## src/rtl/sdram_arbiter_if.sv

```systemverilog
// Bus bundle between the SDRAM command engines, the arbiter and the SDRAM pins.
// The arbiter takes the slave modport; the engines/pins side takes master.
interface sdram_arbiter_if;
  logic        init_end_i;
  logic [3:0]  init_cmd_i;
  logic [1:0]  init_ba_i;
  logic [12:0] init_addr_i;

  logic        aref_req_i;
  logic        aref_end_i;
  logic [3:0]  aref_cmd_i;
  logic [1:0]  aref_ba_i;
  logic [12:0] aref_addr_i;

  logic        wr_req_i;
  logic        wr_end_i;
  logic [3:0]  wr_cmd_i;
  logic [1:0]  wr_ba_i;
  logic [12:0] wr_addr_i;

  logic        rd_req_i;
  logic        rd_end_i;
  logic [3:0]  rd_cmd_i;
  logic [1:0]  rd_ba_i;
  logic [12:0] rd_addr_i;

  logic        aref_en_o;
  logic        wr_en_o;
  logic        rd_en_o;
  logic        sdram_cke_o;
  logic        sdram_cs_n_o;
  logic        sdram_ras_n_o;
  logic        sdram_cas_n_o;
  logic        sdram_we_n_o;
  logic [1:0]  sdram_ba_o;
  logic [12:0] sdram_addr_o;
  logic        timeout_o;

  modport slave (
    input  init_end_i, init_cmd_i, init_ba_i, init_addr_i,
    input  aref_req_i, aref_end_i, aref_cmd_i, aref_ba_i, aref_addr_i,
    input  wr_req_i, wr_end_i, wr_cmd_i, wr_ba_i, wr_addr_i,
    input  rd_req_i, rd_end_i, rd_cmd_i, rd_ba_i, rd_addr_i,
    output aref_en_o, wr_en_o, rd_en_o, sdram_cke_o,
    output sdram_cs_n_o, sdram_ras_n_o, sdram_cas_n_o, sdram_we_n_o,
    output sdram_ba_o, sdram_addr_o, timeout_o
  );

  modport master (
    output init_end_i, init_cmd_i, init_ba_i, init_addr_i,
    output aref_req_i, aref_end_i, aref_cmd_i, aref_ba_i, aref_addr_i,
    output wr_req_i, wr_end_i, wr_cmd_i, wr_ba_i, wr_addr_i,
    output rd_req_i, rd_end_i, rd_cmd_i, rd_ba_i, rd_addr_i,
    input  aref_en_o, wr_en_o, rd_en_o, sdram_cke_o,
    input  sdram_cs_n_o, sdram_ras_n_o, sdram_cas_n_o, sdram_we_n_o,
    input  sdram_ba_o, sdram_addr_o, timeout_o
  );
endinterface

```

## src/rtl/sdram_arbiter.sv

```systemverilog
// SDRAM command-bus sequencer: init ownership, then refresh-first arbitration
// with write/read round-robin, a command mux and a hung-engine watchdog.
module sdram_arbiter #(
  parameter int TIMEOUT_MAX = 1023,
  parameter int CNT_W       = 10
) (
  input  logic            sys_clk_i,
  input  logic            rst_i,
  sdram_arbiter_if.slave  bus
);

  typedef enum logic [2:0] {
    ST_INIT  = 3'd0,
    ST_ARB   = 3'd1,
    ST_AREF  = 3'd2,
    ST_WRITE = 3'd3,
    ST_READ  = 3'd4
  } state_t;

  localparam logic [3:0]  CMD_NOP   = 4'b0111;
  localparam logic [CNT_W-1:0] CNT_LIMIT = CNT_W'(TIMEOUT_MAX);

  state_t           state_q, state_d;
  logic [CNT_W-1:0] cnt_q, cnt_d;
  // last_wr_q=1 means the most recent read/write grant was a write.
  logic             last_wr_q, last_wr_d;
  logic             timeout_q, timeout_d;
  logic             end_sel;

  always_ff @(posedge sys_clk_i) begin
    if (rst_i) begin
      state_q   <= ST_INIT;
      cnt_q     <= '0;
      last_wr_q <= 1'b0;
      timeout_q <= 1'b0;
    end else begin
      state_q   <= state_d;
      cnt_q     <= cnt_d;
      last_wr_q <= last_wr_d;
      timeout_q <= timeout_d;
    end
  end

  always_comb begin
    end_sel = 1'b0;
    case (state_q)
      ST_AREF:  end_sel = bus.aref_end_i;
      ST_WRITE: end_sel = bus.wr_end_i;
      ST_READ:  end_sel = bus.rd_end_i;
      default:  end_sel = 1'b0;
    endcase
  end

  always_comb begin
    state_d   = state_q;
    cnt_d     = '0;
    last_wr_d = last_wr_q;
    timeout_d = 1'b0;
    case (state_q)
      ST_INIT: begin
        if (bus.init_end_i) state_d = ST_ARB;
      end
      ST_ARB: begin
        if (bus.aref_req_i) begin
          state_d = ST_AREF;
        end else if (bus.wr_req_i && bus.rd_req_i) begin
          if (last_wr_q) begin
            state_d   = ST_READ;
            last_wr_d = 1'b0;
          end else begin
            state_d   = ST_WRITE;
            last_wr_d = 1'b1;
          end
        end else if (bus.wr_req_i) begin
          state_d   = ST_WRITE;
          last_wr_d = 1'b1;
        end else if (bus.rd_req_i) begin
          state_d   = ST_READ;
          last_wr_d = 1'b0;
        end
      end
      ST_AREF, ST_WRITE, ST_READ: begin
        // A completion coinciding with expiry wins: no timeout pulse.
        if (end_sel) begin
          state_d = ST_ARB;
        end else if (cnt_q == CNT_LIMIT) begin
          state_d   = ST_ARB;
          timeout_d = 1'b1;
        end else begin
          cnt_d = cnt_q + 1'b1;
        end
      end
      default: state_d = ST_INIT;
    endcase
  end

  logic [3:0]  cmd_mux;
  logic [1:0]  ba_mux;
  logic [12:0] addr_mux;

  always_comb begin
    cmd_mux  = CMD_NOP;
    ba_mux   = 2'b11;
    addr_mux = 13'h1FFF;
    case (state_q)
      ST_INIT: begin
        cmd_mux  = bus.init_cmd_i;
        ba_mux   = bus.init_ba_i;
        addr_mux = bus.init_addr_i;
      end
      ST_AREF: begin
        cmd_mux  = bus.aref_cmd_i;
        ba_mux   = bus.aref_ba_i;
        addr_mux = bus.aref_addr_i;
      end
      ST_WRITE: begin
        cmd_mux  = bus.wr_cmd_i;
        ba_mux   = bus.wr_ba_i;
        addr_mux = bus.wr_addr_i;
      end
      ST_READ: begin
        cmd_mux  = bus.rd_cmd_i;
        ba_mux   = bus.rd_ba_i;
        addr_mux = bus.rd_addr_i;
      end
      default: begin
        cmd_mux  = CMD_NOP;
        ba_mux   = 2'b11;
        addr_mux = 13'h1FFF;
      end
    endcase
  end

  assign bus.aref_en_o     = (state_q == ST_AREF);
  assign bus.wr_en_o       = (state_q == ST_WRITE);
  assign bus.rd_en_o       = (state_q == ST_READ);
  assign bus.timeout_o     = timeout_q;
  assign bus.sdram_cke_o   = 1'b1;
  assign bus.sdram_cs_n_o  = cmd_mux[3];
  assign bus.sdram_ras_n_o = cmd_mux[2];
  assign bus.sdram_cas_n_o = cmd_mux[1];
  assign bus.sdram_we_n_o  = cmd_mux[0];
  assign bus.sdram_ba_o    = ba_mux;
  assign bus.sdram_addr_o  = addr_mux;

endmodule

```

## src/flat_wrapper.sv

```systemverilog
// flat-port wrapper written by rule: the top's interface ports become plain ports
module sdram_arbiter_flat 
#(
  parameter int TIMEOUT_MAX = 1023,
  parameter int CNT_W       = 10
)
  (sys_clk_i, rst_i, bus_init_end_i, bus_init_cmd_i, bus_init_ba_i, bus_init_addr_i, bus_aref_req_i, bus_aref_end_i, bus_aref_cmd_i, bus_aref_ba_i, bus_aref_addr_i, bus_wr_req_i, bus_wr_end_i, bus_wr_cmd_i, bus_wr_ba_i, bus_wr_addr_i, bus_rd_req_i, bus_rd_end_i, bus_rd_cmd_i, bus_rd_ba_i, bus_rd_addr_i, bus_aref_en_o, bus_wr_en_o, bus_rd_en_o, bus_sdram_cke_o, bus_sdram_cs_n_o, bus_sdram_ras_n_o, bus_sdram_cas_n_o, bus_sdram_we_n_o, bus_sdram_ba_o, bus_sdram_addr_o, bus_timeout_o);
  sdram_arbiter_if bus_i ();
  input  logic sys_clk_i;
  input  logic rst_i;
  input wire logic [$bits(bus_i.init_end_i)-1:0] bus_init_end_i;
  input wire logic [$bits(bus_i.init_cmd_i)-1:0] bus_init_cmd_i;
  input wire logic [$bits(bus_i.init_ba_i)-1:0] bus_init_ba_i;
  input wire logic [$bits(bus_i.init_addr_i)-1:0] bus_init_addr_i;
  input wire logic [$bits(bus_i.aref_req_i)-1:0] bus_aref_req_i;
  input wire logic [$bits(bus_i.aref_end_i)-1:0] bus_aref_end_i;
  input wire logic [$bits(bus_i.aref_cmd_i)-1:0] bus_aref_cmd_i;
  input wire logic [$bits(bus_i.aref_ba_i)-1:0] bus_aref_ba_i;
  input wire logic [$bits(bus_i.aref_addr_i)-1:0] bus_aref_addr_i;
  input wire logic [$bits(bus_i.wr_req_i)-1:0] bus_wr_req_i;
  input wire logic [$bits(bus_i.wr_end_i)-1:0] bus_wr_end_i;
  input wire logic [$bits(bus_i.wr_cmd_i)-1:0] bus_wr_cmd_i;
  input wire logic [$bits(bus_i.wr_ba_i)-1:0] bus_wr_ba_i;
  input wire logic [$bits(bus_i.wr_addr_i)-1:0] bus_wr_addr_i;
  input wire logic [$bits(bus_i.rd_req_i)-1:0] bus_rd_req_i;
  input wire logic [$bits(bus_i.rd_end_i)-1:0] bus_rd_end_i;
  input wire logic [$bits(bus_i.rd_cmd_i)-1:0] bus_rd_cmd_i;
  input wire logic [$bits(bus_i.rd_ba_i)-1:0] bus_rd_ba_i;
  input wire logic [$bits(bus_i.rd_addr_i)-1:0] bus_rd_addr_i;
  output wire logic [$bits(bus_i.aref_en_o)-1:0] bus_aref_en_o;
  output wire logic [$bits(bus_i.wr_en_o)-1:0] bus_wr_en_o;
  output wire logic [$bits(bus_i.rd_en_o)-1:0] bus_rd_en_o;
  output wire logic [$bits(bus_i.sdram_cke_o)-1:0] bus_sdram_cke_o;
  output wire logic [$bits(bus_i.sdram_cs_n_o)-1:0] bus_sdram_cs_n_o;
  output wire logic [$bits(bus_i.sdram_ras_n_o)-1:0] bus_sdram_ras_n_o;
  output wire logic [$bits(bus_i.sdram_cas_n_o)-1:0] bus_sdram_cas_n_o;
  output wire logic [$bits(bus_i.sdram_we_n_o)-1:0] bus_sdram_we_n_o;
  output wire logic [$bits(bus_i.sdram_ba_o)-1:0] bus_sdram_ba_o;
  output wire logic [$bits(bus_i.sdram_addr_o)-1:0] bus_sdram_addr_o;
  output wire logic [$bits(bus_i.timeout_o)-1:0] bus_timeout_o;
  assign bus_i.init_end_i = bus_init_end_i;
  assign bus_i.init_cmd_i = bus_init_cmd_i;
  assign bus_i.init_ba_i = bus_init_ba_i;
  assign bus_i.init_addr_i = bus_init_addr_i;
  assign bus_i.aref_req_i = bus_aref_req_i;
  assign bus_i.aref_end_i = bus_aref_end_i;
  assign bus_i.aref_cmd_i = bus_aref_cmd_i;
  assign bus_i.aref_ba_i = bus_aref_ba_i;
  assign bus_i.aref_addr_i = bus_aref_addr_i;
  assign bus_i.wr_req_i = bus_wr_req_i;
  assign bus_i.wr_end_i = bus_wr_end_i;
  assign bus_i.wr_cmd_i = bus_wr_cmd_i;
  assign bus_i.wr_ba_i = bus_wr_ba_i;
  assign bus_i.wr_addr_i = bus_wr_addr_i;
  assign bus_i.rd_req_i = bus_rd_req_i;
  assign bus_i.rd_end_i = bus_rd_end_i;
  assign bus_i.rd_cmd_i = bus_rd_cmd_i;
  assign bus_i.rd_ba_i = bus_rd_ba_i;
  assign bus_i.rd_addr_i = bus_rd_addr_i;
  assign bus_aref_en_o = bus_i.aref_en_o;
  assign bus_wr_en_o = bus_i.wr_en_o;
  assign bus_rd_en_o = bus_i.rd_en_o;
  assign bus_sdram_cke_o = bus_i.sdram_cke_o;
  assign bus_sdram_cs_n_o = bus_i.sdram_cs_n_o;
  assign bus_sdram_ras_n_o = bus_i.sdram_ras_n_o;
  assign bus_sdram_cas_n_o = bus_i.sdram_cas_n_o;
  assign bus_sdram_we_n_o = bus_i.sdram_we_n_o;
  assign bus_sdram_ba_o = bus_i.sdram_ba_o;
  assign bus_sdram_addr_o = bus_i.sdram_addr_o;
  assign bus_timeout_o = bus_i.timeout_o;
  sdram_arbiter #(.TIMEOUT_MAX(TIMEOUT_MAX), .CNT_W(CNT_W)) u_core (.sys_clk_i(sys_clk_i), .rst_i(rst_i), .bus(bus_i));
endmodule
```

## config.mk

```make
export PLATFORM = sky130hd
export DESIGN_NAME = sdram_arbiter_flat
export DESIGN_NICKNAME = d
export VERILOG_FILES = /design/src/rtl/sdram_arbiter_if.sv /design/src/rtl/sdram_arbiter.sv /design/src/flat_wrapper.sv
export SDC_FILE = /design/constraint.sdc
export NUM_CORES = 1
export LEC_CHECK = 0
export BUFFER_PORTS_ARGS = -buffer_cell sky130_fd_sc_hd__buf_2
export CAP_MARGIN = 5
export CELL_PAD_IN_SITES_DETAIL_PLACEMENT = 1
export CELL_PAD_IN_SITES_GLOBAL_PLACEMENT = 1
export CORE_MARGIN = 2
export CORE_UTILIZATION = 23
export CTS_CLUSTER_DIAMETER = 120
export CTS_CLUSTER_SIZE = 14
export DETAILED_ROUTE_END_ITERATION = 12
export PLACE_DENSITY = 0.8
export SYNTH_ARGS = -nofsm -noshare
export SYNTH_HDL_FRONTEND = slang
export SYNTH_SLANG_ARGS = --single-unit
```

## constraint.sdc

```tcl
create_clock -name sys_clk_i -period 1.6 [get_ports sys_clk_i]
set_input_delay 0.16 -clock sys_clk_i [delete_from_list [all_inputs] [get_ports sys_clk_i]]
set_output_delay 0.16 -clock sys_clk_i [all_outputs]
set_load 0.02 [all_outputs]
```

==> impl_metrics.json, run 1 <==
{
  "status": "finished, violations left",
  "violations": "negative setup slack",
  "setup_slack_ps": -99.8,
  "synthCells": 150,
  "synth_cell_types": 36,
  "ant_nets": 0,
  "hold_path.class": "in2reg",
  "dp_hpwl_um": 4040,
  "grt_pass1_vias": 1775,
  "gp_congestion": 0.729,
  "hold_viol_final": 0,
  "grt_antenna_before_repair": 0,
  "cts_hold_buf": 0,
  "rsz0062_at_grt": "yes",
  "rr_endpoint": "u_core.state_q[0]",
  "worst_setup_path_end_kind": "flop",
  "ys_seq_elements": 15,
  "synth_xor_area_share_pct": 5.35,
  "critical_path.startpoint_type": "flop",
  "port_buffers": 107,
  "synth_fa_ha_area_share_pct": 0.956,
  "synth-warning-count": 0,
  "rows": 27,
  "p_per_area_nw_per_um2": 1100,
  "worstSkewPairLatency_ps": 250,
  "route.detailed.drc": 0,
  "yosys.area.top_type": "mux2i_1",
  "ys_top_cells_by_area": "mux2i_1, dfxtp_1, a22oi_1",
  "finalClockSkew_ps": 2.76,
  "cp.arrival_ps": 1860,
  "drive_gt1_share_pct": 56.2,
  "p_leak_nw": 1.01,
  "final_cell_mix": "buf_2, mux2i_1, buf_4",
  "grt_use_total_pct": 15.1,
  "worstPathRequired_ps": 1760,
  "synth_compound_gate_area_share_pct": 16.8,
  "whs_path_depth": 2,
  "ys_seq_area_share_pct": 22.9,
  "die-area_um2": 6310,
  "synth_top_family_by_area": "multiplexers",
  "finalCriticalPeriod_ps": 1700,
  "cts_sinks": 15,
  "antenna_cells": 0,
  "clock_path_buffers": 2,
  "boundaryPins": 109,
  "ir_worst_vdd_mv": 0.430,
  "clkTransAtPathRegs_ps": 60,
  "dr.pass1.iters": 4,
  "htreeDepth": 1,
  "reg2reg_from": "u_core.cnt_q[1]",
  "vias": 1631,
  "place_area_um2": 2130,
  "initial_core_util_pct": 23.8,
  "rr_worst_depth": 5,
  "setup_viol": 11,
  "coreArea_um2": 5510,
  "finalCritPeriodShare_pct": 106,
  "synth_area_um2": 1310,
  "cap_violations": 0,
  "fmaxAchievable_mhz": 588,
  "routed_via_density": 4.62,
  "numCtsBuffers": 3,
  "grt_max_degree": 22,
  "final_common_cell": "buf_2",
  "grt-ovfl-total": 0,
  "hp-start": "bus_rd_req_i",
  "area_growth_pct": 73.4,
  "final_cell_area_um2": 2270,
  "rrSetupSlack_ps": -100,
  "synthMuxAreaShare_pct": 30.6,
  "finalMaxSlewViolations": 0,
  "dp_cells": 347,
  "wire_per_inst_um": 13.8,
  "layout.nets": 368,
  "syn_area_per_cell_um2": 8.73,
  "drt_wl_total_um": 4860,
  "grt_pass1_wl_um": 7700,
  "cts_root_buf": "clkbuf_8",
  "die-height_um": 79.4,
  "nFillCells": 698,
  "die_x_um": 79.4,
  "pre_cts_slack_ps": -63.6,
  "path_class": "reg2reg",
  "initialDrtViolationCount": 36,
  "synthDominantCellAreaShare_pct": 30.6,
  "totalPowerFinal_mw": 2.49,
  "final-instance-count-excl-fill": 353,
  "yosys.area_share.simple_pct": 18.0,
  "min_to": "u_core.last_wr_q",
  "cts_tree": "built",
  "crit_fanout": 3,
  "syn_nets": 236
}
## metrics by stage
step / setup TNS, ps / util (%) / hold slack, ps
final: -390 / 41.2 / 144
after global routing: -1320 / 41.2 / 148
after CTS: -242 / 39.8 / 137
after detailed placement: -158 / 38.7 / 400
after global placement: -27.3 / 38.7 / 391
after floorplan: -64.7 / - / 232
## per-layer routing
layer / wire (um) / GRT usage (%) / vias up / part of all wire (%)
li1: - / - / 810 / -
met3: 294 / 2.71 / 6 / 6.1
met5: 0 / 0 / - / 0
met1: 1930 / 17.3 / 750 / 40
met4: 71 / 4.66 / 0 / 1.5
met2: 2560 / 28.2 / 65 / 53
## cell usage after synthesis, drive strengths merged
cell / n
mux2i: 40
a22oi: 18
nor2: 17
dfxtp: 15
buf: 8
xnor2: 7
inv: 4
nand2: 4
nand2b: 4
clkbuf: 3
nand3: 3
nor3: 3
o21ai: 3
nor2b: 2
a211oi: 1
a21boi: 1
a21oi: 1
a221oi: 1
a22o: 1
a311oi: 1
a31oi: 1
and2: 1
conb: 1
ha: 1
nand3b: 1
nand4: 1
nor3b: 1
nor4: 1
nor4b: 1
or2: 1
or3b: 1
or4: 1
xor2: 1
## worst max path at each step
stage / startpoint / to / slack, ps / depth (start not counted)
detailed placement: u_core.cnt_q[1] / u_core.state_q[2] / -60 / 5
global placement: u_core.cnt_q[1] / u_core.state_q[0] / -10 / 5
global route: u_core.cnt_q[1] / u_core.state_q[0] / -200 / 5
CTS: u_core.cnt_q[1] / u_core.state_q[2] / -80 / 5
finish: u_core.cnt_q[1] / u_core.state_q[0] / -100 / 5
floorplan: u_core.cnt_q[1] / u_core.state_q[0] / -30 / 5
## worst max-delay path: stages, from the launching register on
cell and delay [ps]:
dfxtp_2 350, ha_4 150, nand3_4 70, or4_4 450
a221oi_4 350, mux2i_1 240
## state kept, by name, summed over array words and instances, names as in the netlist
name,cells
u_core.cnt_q,10
u_core.state_q,3
u_core.bus.timeout_o,1
u_core.last_wr_q,1
## power by group
part	switching, mW	total [mW]	internal, mW
clock	0.129	0.306	0.176
sequential	0.0460	0.458	0.412
combinational	0.912	1.73	0.819
total	1.09	2.49	1.41
## repair_timing
item / 4_1_cts / 5_1_grt
resized for setup: 6 / 19
endpoints found under the hold margin: 0 / 0
pin swaps: 1 / 3
setup buffers: 0 / 2
cloned: 0 / 0
setup endpoints to repair: 28 / 33
## cell families after synthesis
group,count (synthesis)
compound gates,28
xor+xnor,8
fa+ha+maj,1
buf+inv,15
flops,15
mux,40
other cells,1
simple gates,42
## final cells by class
type                       instances  area (um^2)  area share [%]
sequential                        15          314            13.8
tap                               72         90.1            3.97
inverter                           4         15.0           0.662
clock buffer                       4         45.0            1.98
timing repair buffer             138          822            36.2
multi-input combinational        120          983            43.3
(Power assumes the default switching activity.)
==> inputs of run 2 (changes only) <==
Settings changed: ABC_CLOCK_PERIOD_IN_PS set to 1600, CORE_MARGIN 2 to unset, CORE_UTILIZATION 23 to 24, CTS_BUF_LIST set to sky130_fd_sc_hd__clkbuf_8, PLACE_DENSITY 0.8 to 0.82.
==> run 2 against run 1 <==
The run still ends with negative setup slack left. Critical path depth stayed put. Clock skew is 3.9 ps higher. Final area is 1.2% higher. Largest cell class unchanged.
==> impl_metrics.json, run 2 (synthesis results as in run 1) <==
{
  "p_leak_nw": 1.02,
  "grt_antenna_before_repair": 0,
  "antenna_cells": 0,
  "cap_violations": 0,
  "cp.arrival_ps": 1840,
  "dp_hpwl_um": 4030,
  "rows": 26,
  "largest_reg_flops": 10,
  "crit_buf_inv": 0,
  "rrSetupSlack_ps": -60,
  "place_area_um2": 2110,
  "coreArea_um2": 5170,
  "gp_congestion": 0.741,
  "grt_pass1_vias": 1611,
  "finalClockSkew_ps": 6.61,
  "slowest_delay_ps": 450,
  "cp_slowest_cell": "or4_4",
  "worstPathCellList": "ha_4 > nand3_4 > or4_4 > a221oi_4 > mux2i_1",
  "setup_viol": 7,
  "die_x_um": 75.8,
  "finalCriticalPeriod_ps": 1660,
  "finalMaxSlewViolations": 0,
  "worst_setup_path_end_kind": "flop",
  "die-height_um": 75.8,
  "area_growth_pct": 75.5,
  "final_common_cell": "buf_2",
  "hold_viol_final": 0,
  "setup_slack_ps": -55.6,
  "worstPathRequired_ps": 1780,
  "cts_sinks": 15,
  "p_per_area_nw_per_um2": 1100,
  "fmaxAchievable_mhz": 604,
  "vias": 1636,
  "boundaryPins": 109,
  "critical_path.startpoint_type": "flop",
  "cts_tree": "built",
  "grt_max_degree": 21,
  "ir_worst_vdd_mv": 0.455,
  "clock_path_buffers": 2,
  "die-area_um2": 5750,
  "crit_fanout": 3,
  "cts_root_buf": "clkbuf_8",
  "hold_slack_ps": 139,
  "layout.nets": 367,
  "drive_gt1_share_pct": 56.4,
  "violations": "negative setup slack",
  "grt_pass1_wl_um": 7270,
  "route.detailed.drc": 0,
  "rsz0062_at_grt": "yes",
  "final_cell_mix": "buf_2, mux2i_1, buf_4",
  "cts_hold_buf": 0,
  "routed_via_density": 4.67,
  "grt_use_total_pct": 16.7,
  "numCtsBuffers": 3,
  "finalCritPeriodShare_pct": 103,
  "path_class": "reg2reg",
  "final_cell_area_um2": 2300,
  "status": "finished, violations left",
  "hold_path.class": "in2reg",
  "clkTransAtPathRegs_ps": 60,
  "initialDrtViolationCount": 60,
  "initial_core_util_pct": 25.3,
  "grt-ovfl-total": 0,
  "drt_wl_total_um": 5070,
  "htreeDepth": 1,
  "wire_per_inst_um": 14.5,
  "port_buffers": 107,
  "worstSkewPairLatency_ps": 260,
  "dr.pass1.iters": 5,
  "critPathTopFamily": "simple AND/OR/NAND/NOR gates",
  "nFillCells": 654,
  "largest-register": "u_core.cnt_q",
  "top_regs": "u_core.cnt_q: 10 flops, u_core.state_q: 3 flops",
  "ant_nets": 0
}
## run 2: final timing paths
check / startpoint / to / cells past startpoint
setup / recovery: u_core.cnt_q[1] / u_core.state_q[0] / 5
hold reg to reg: u_core.last_wr_q / u_core.last_wr_q / 1
setup reg to reg: u_core.cnt_q[1] / u_core.state_q[0] / 5
hold / removal: bus_rd_req_i / u_core.last_wr_q / 2
## run 2: cell type report
cell class | instances | area [um^2] | share of cell area, %
multi-input combinational | 120 | 993 | 43.2
timing repair buffer | 137 | 845 | 36.8
sequential | 15 | 312 | 13.6
tap | 70 | 87.6 | 3.81
clock buffer | 3 | 41.3 | 1.80
inverter | 4 | 15.0 | 0.654
clock inverter | 1 | 3.75 | 0.163
## run 2: what timing repair did
| item | 4_1_cts | 5_1_grt |
|---|---|---|
| setup endpoints to repair | 30 | 33 |
| gates cloned | 0 | 2 |
| pin swaps | 1 | 1 |
| setup buffers | 1 | 2 |
| resized for setup | 7 | 22 |
## run 2: through the flow
stage	util (%)	cells	setup slack, ps	setup TNS [ps]	total power [mW]
after floorplan	-	150	-32.3	-64.7	1.45
final	44.4	350	-55.6	-117	2.54
after CTS	42.3	346	-67.0	-477	2.37
after global routing	44.4	350	-137	-1130	2.70
after global placement	40.9	341	-27.6	-53.2	2.01
after detailed placement	40.9	341	-74.6	-174	2.03
## run 2: worst reg2reg max path, cell delays in order (launching register included)
cell and delay (ps):
dfxtp_4 360, ha_4 140, nand3_4 70, or4_4 450, a221oi_4 340, mux2i_1 220
## run 2: report_power, final
group	total, mW	switching (mW)	internal, mW
logic	1.76	0.923	0.842
clock network	0.306	0.136	0.170
registers	0.465	0.0560	0.409
## run 2: per-layer routing
layer	global-route usage, %	up-vias	share of wire, %
met5	0	-	0
met4	6.79	0	1.5
met3	2.91	7	5.8
met2	29.7	66	53
met1	19.7	755	40
li1	-	808	-
==> inputs of run 3 (changes only) <==
Settings changed: ABC_CLOCK_PERIOD_IN_PS 1600 to 1400.
Clock period 1.6 ns to 1.4 ns, I/O delays scaled along.
==> run 3 against run 2 <==
Clock skew is 2.0 ps lower. Critical path type unchanged. Die area stayed put. Non-clock buffer count is 17 higher. The flow still finishes with violations (negative setup slack). Fmax is 3.5% lower. Sequential power is 19% higher. Largest power group unchanged.
==> impl_metrics.json, run 3 (synthesis results as in run 1) <==
{
  "final_core_util_pct": 56.1,
  "die-height_um": 75.8,
  "cts_sinks": 15,
  "p_per_area_nw_per_um2": 1440,
  "path_class": "reg2reg",
  "grt_max_degree": 20,
  "boundaryPins": 109,
  "worstSkewPairLatency_ps": 250,
  "worst_setup_path_end_kind": "flop",
  "dp_hpwl_um": 4290,
  "cts_tree": "built",
  "top_regs": "u_core.cnt_q: 10 flops, u_core.state_q: 3 flops",
  "layout.nets": 384,
  "ir_worst_vdd_mv": 0.657,
  "clock_path_buffers": 2,
  "hold_viol_final": 0,
  "final-instance-count-excl-fill": 367,
  "final_cell_area_um2": 2900,
  "route.detailed.drc": 0,
  "finalClockSkew_ps": 4.66,
  "cts_root_buf": "clkbuf_8",
  "grt-ovfl-total": 0,
  "grt_pass1_vias": 1703,
  "drt_wl_total_um": 7490,
  "numCtsBuffers": 3,
  "setup_viol": 32,
  "htreeDepth": 1,
  "dr.pass1.iters": 4,
  "area_growth_pct": 122,
  "rows": 26,
  "dp_cells": 346,
  "vias": 1833,
  "crit_fanout": 3,
  "largest-register": "u_core.cnt_q",
  "fmaxAchievable_mhz": 583,
  "finalCriticalPeriod_ps": 1720,
  "initialDrtViolationCount": 51,
  "timing.setup.tns_ps": -5980,
  "grt_pass1_wl_um": 7810,
  "wire_per_inst_um": 20.4,
  "clkTransAtPathRegs_ps": 60,
  "grt_antenna_before_repair": 0,
  "cp.arrival_ps": 1840,
  "nFillCells": 575,
  "finalCritPeriodShare_pct": 123,
  "die_x_um": 75.8,
  "status": "finished, violations left",
  "initial_core_util_pct": 25.3,
  "setup_slack_ps": -315,
  "hold_path.class": "in2reg",
  "seq_area_um2": 314,
  "largest_reg_flops": 10,
  "cap_violations": 0,
  "die-area_um2": 5750,
  "coreArea_um2": 5170,
  "cts_hold_buf": 0,
  "port_buffers": 107,
  "antenna_cells": 0,
  "finalMaxSlewViolations": 0,
  "violations": "negative setup slack",
  "p_leak_nw": 1.23,
  "routed_via_density": 4.99,
  "place_area_um2": 2170,
  "worstPathRequired_ps": 1520,
  "drive_gt1_share_pct": 70.7,
  "multi_input_area_um2": 1220,
  "rsz0062_at_grt": "yes",
  "critical_path.startpoint_type": "flop",
  "grt_use_total_pct": 17.8,
  "final_common_cell": "buf_2",
  "ant_nets": 0,
  "final_cell_mix": "buf_2, buf_6, buf_4",
  "gp_congestion": 0.689
}
-- run 3: cell types whose count changed in the layout (fill, tap and decap cells not counted), sizes merged --
cell    change
buf        +14
bufbuf      +1
clkbuf      +2
-- run 3: final timing paths --
kind / from / endpoint / slack, ps / cells after the start
max: u_core.cnt_q[1] / u_core.state_q[1] / -320 / 6
max reg2reg: u_core.cnt_q[1] / u_core.state_q[1] / -320 / 6
min: rst_i / u_core.last_wr_q / 160 / 2
min reg2reg: u_core.cnt_q[0] / u_core.cnt_q[0] / 540 / 2
-- run 3: final cells by class --
cell class / count / area share [%]
multi-input combinational: 120 / 42.1
inverter: 4 / 0.517
clock inverter: 1 / 0.129
sequential: 15 / 10.8
tap: 70 / 3.02
timing repair buffer: 154 / 42.0
clock buffer: 3 / 1.42
-- run 3: repair_timing --
item                                    in CTS  in global routing
buffers inserted                             2                  9
gates cloned                                 2                  5
endpoints found under the setup margin      34                 36
pin swaps                                    3                  9
gates resized for setup                     25                 89
-- run 3: metrics by stage --
step	setup slack, ps	hold WS, ps	power, mW
3_3_place_gp	-206	376	2.38
6_report	-315	156	4.18
5_1_grt	-372	166	4.36
2_1_floorplan	-227	212	1.70
4_1_cts	-256	128	3.01
3_5_place_dp	-283	389	2.41
-- run 3: critical path, cell delays in order (launching register included) --
cell,delay (ps)
dfxtp_2,350
ha_4,150
nand3_4,70
or4_4,450
a221oi_4,340
buf_4,180
o21ai_2,50
-- run 3: power breakdown --
group,switching [mW],internal [mW],leakage [nW],total [mW]
Combinational,1.51,1.77,1.08,3.28
Clock,0.154,0.194,0.0269,0.349
Sequential,0.0817,0.471,0.124,0.553
Total,1.75,2.43,1.23,4.18
-- run 3: per-layer routing --
metal | GRT usage [%] | vias to the layer above | wire, um
li1 | - | 853 | -
met1 | 20.7 | 884 | 2550
met5 | 0 | - | 0
met4 | 1.85 | 0 | 197
met2 | 33.8 | 78 | 4340
met3 | 3.97 | 18 | 405
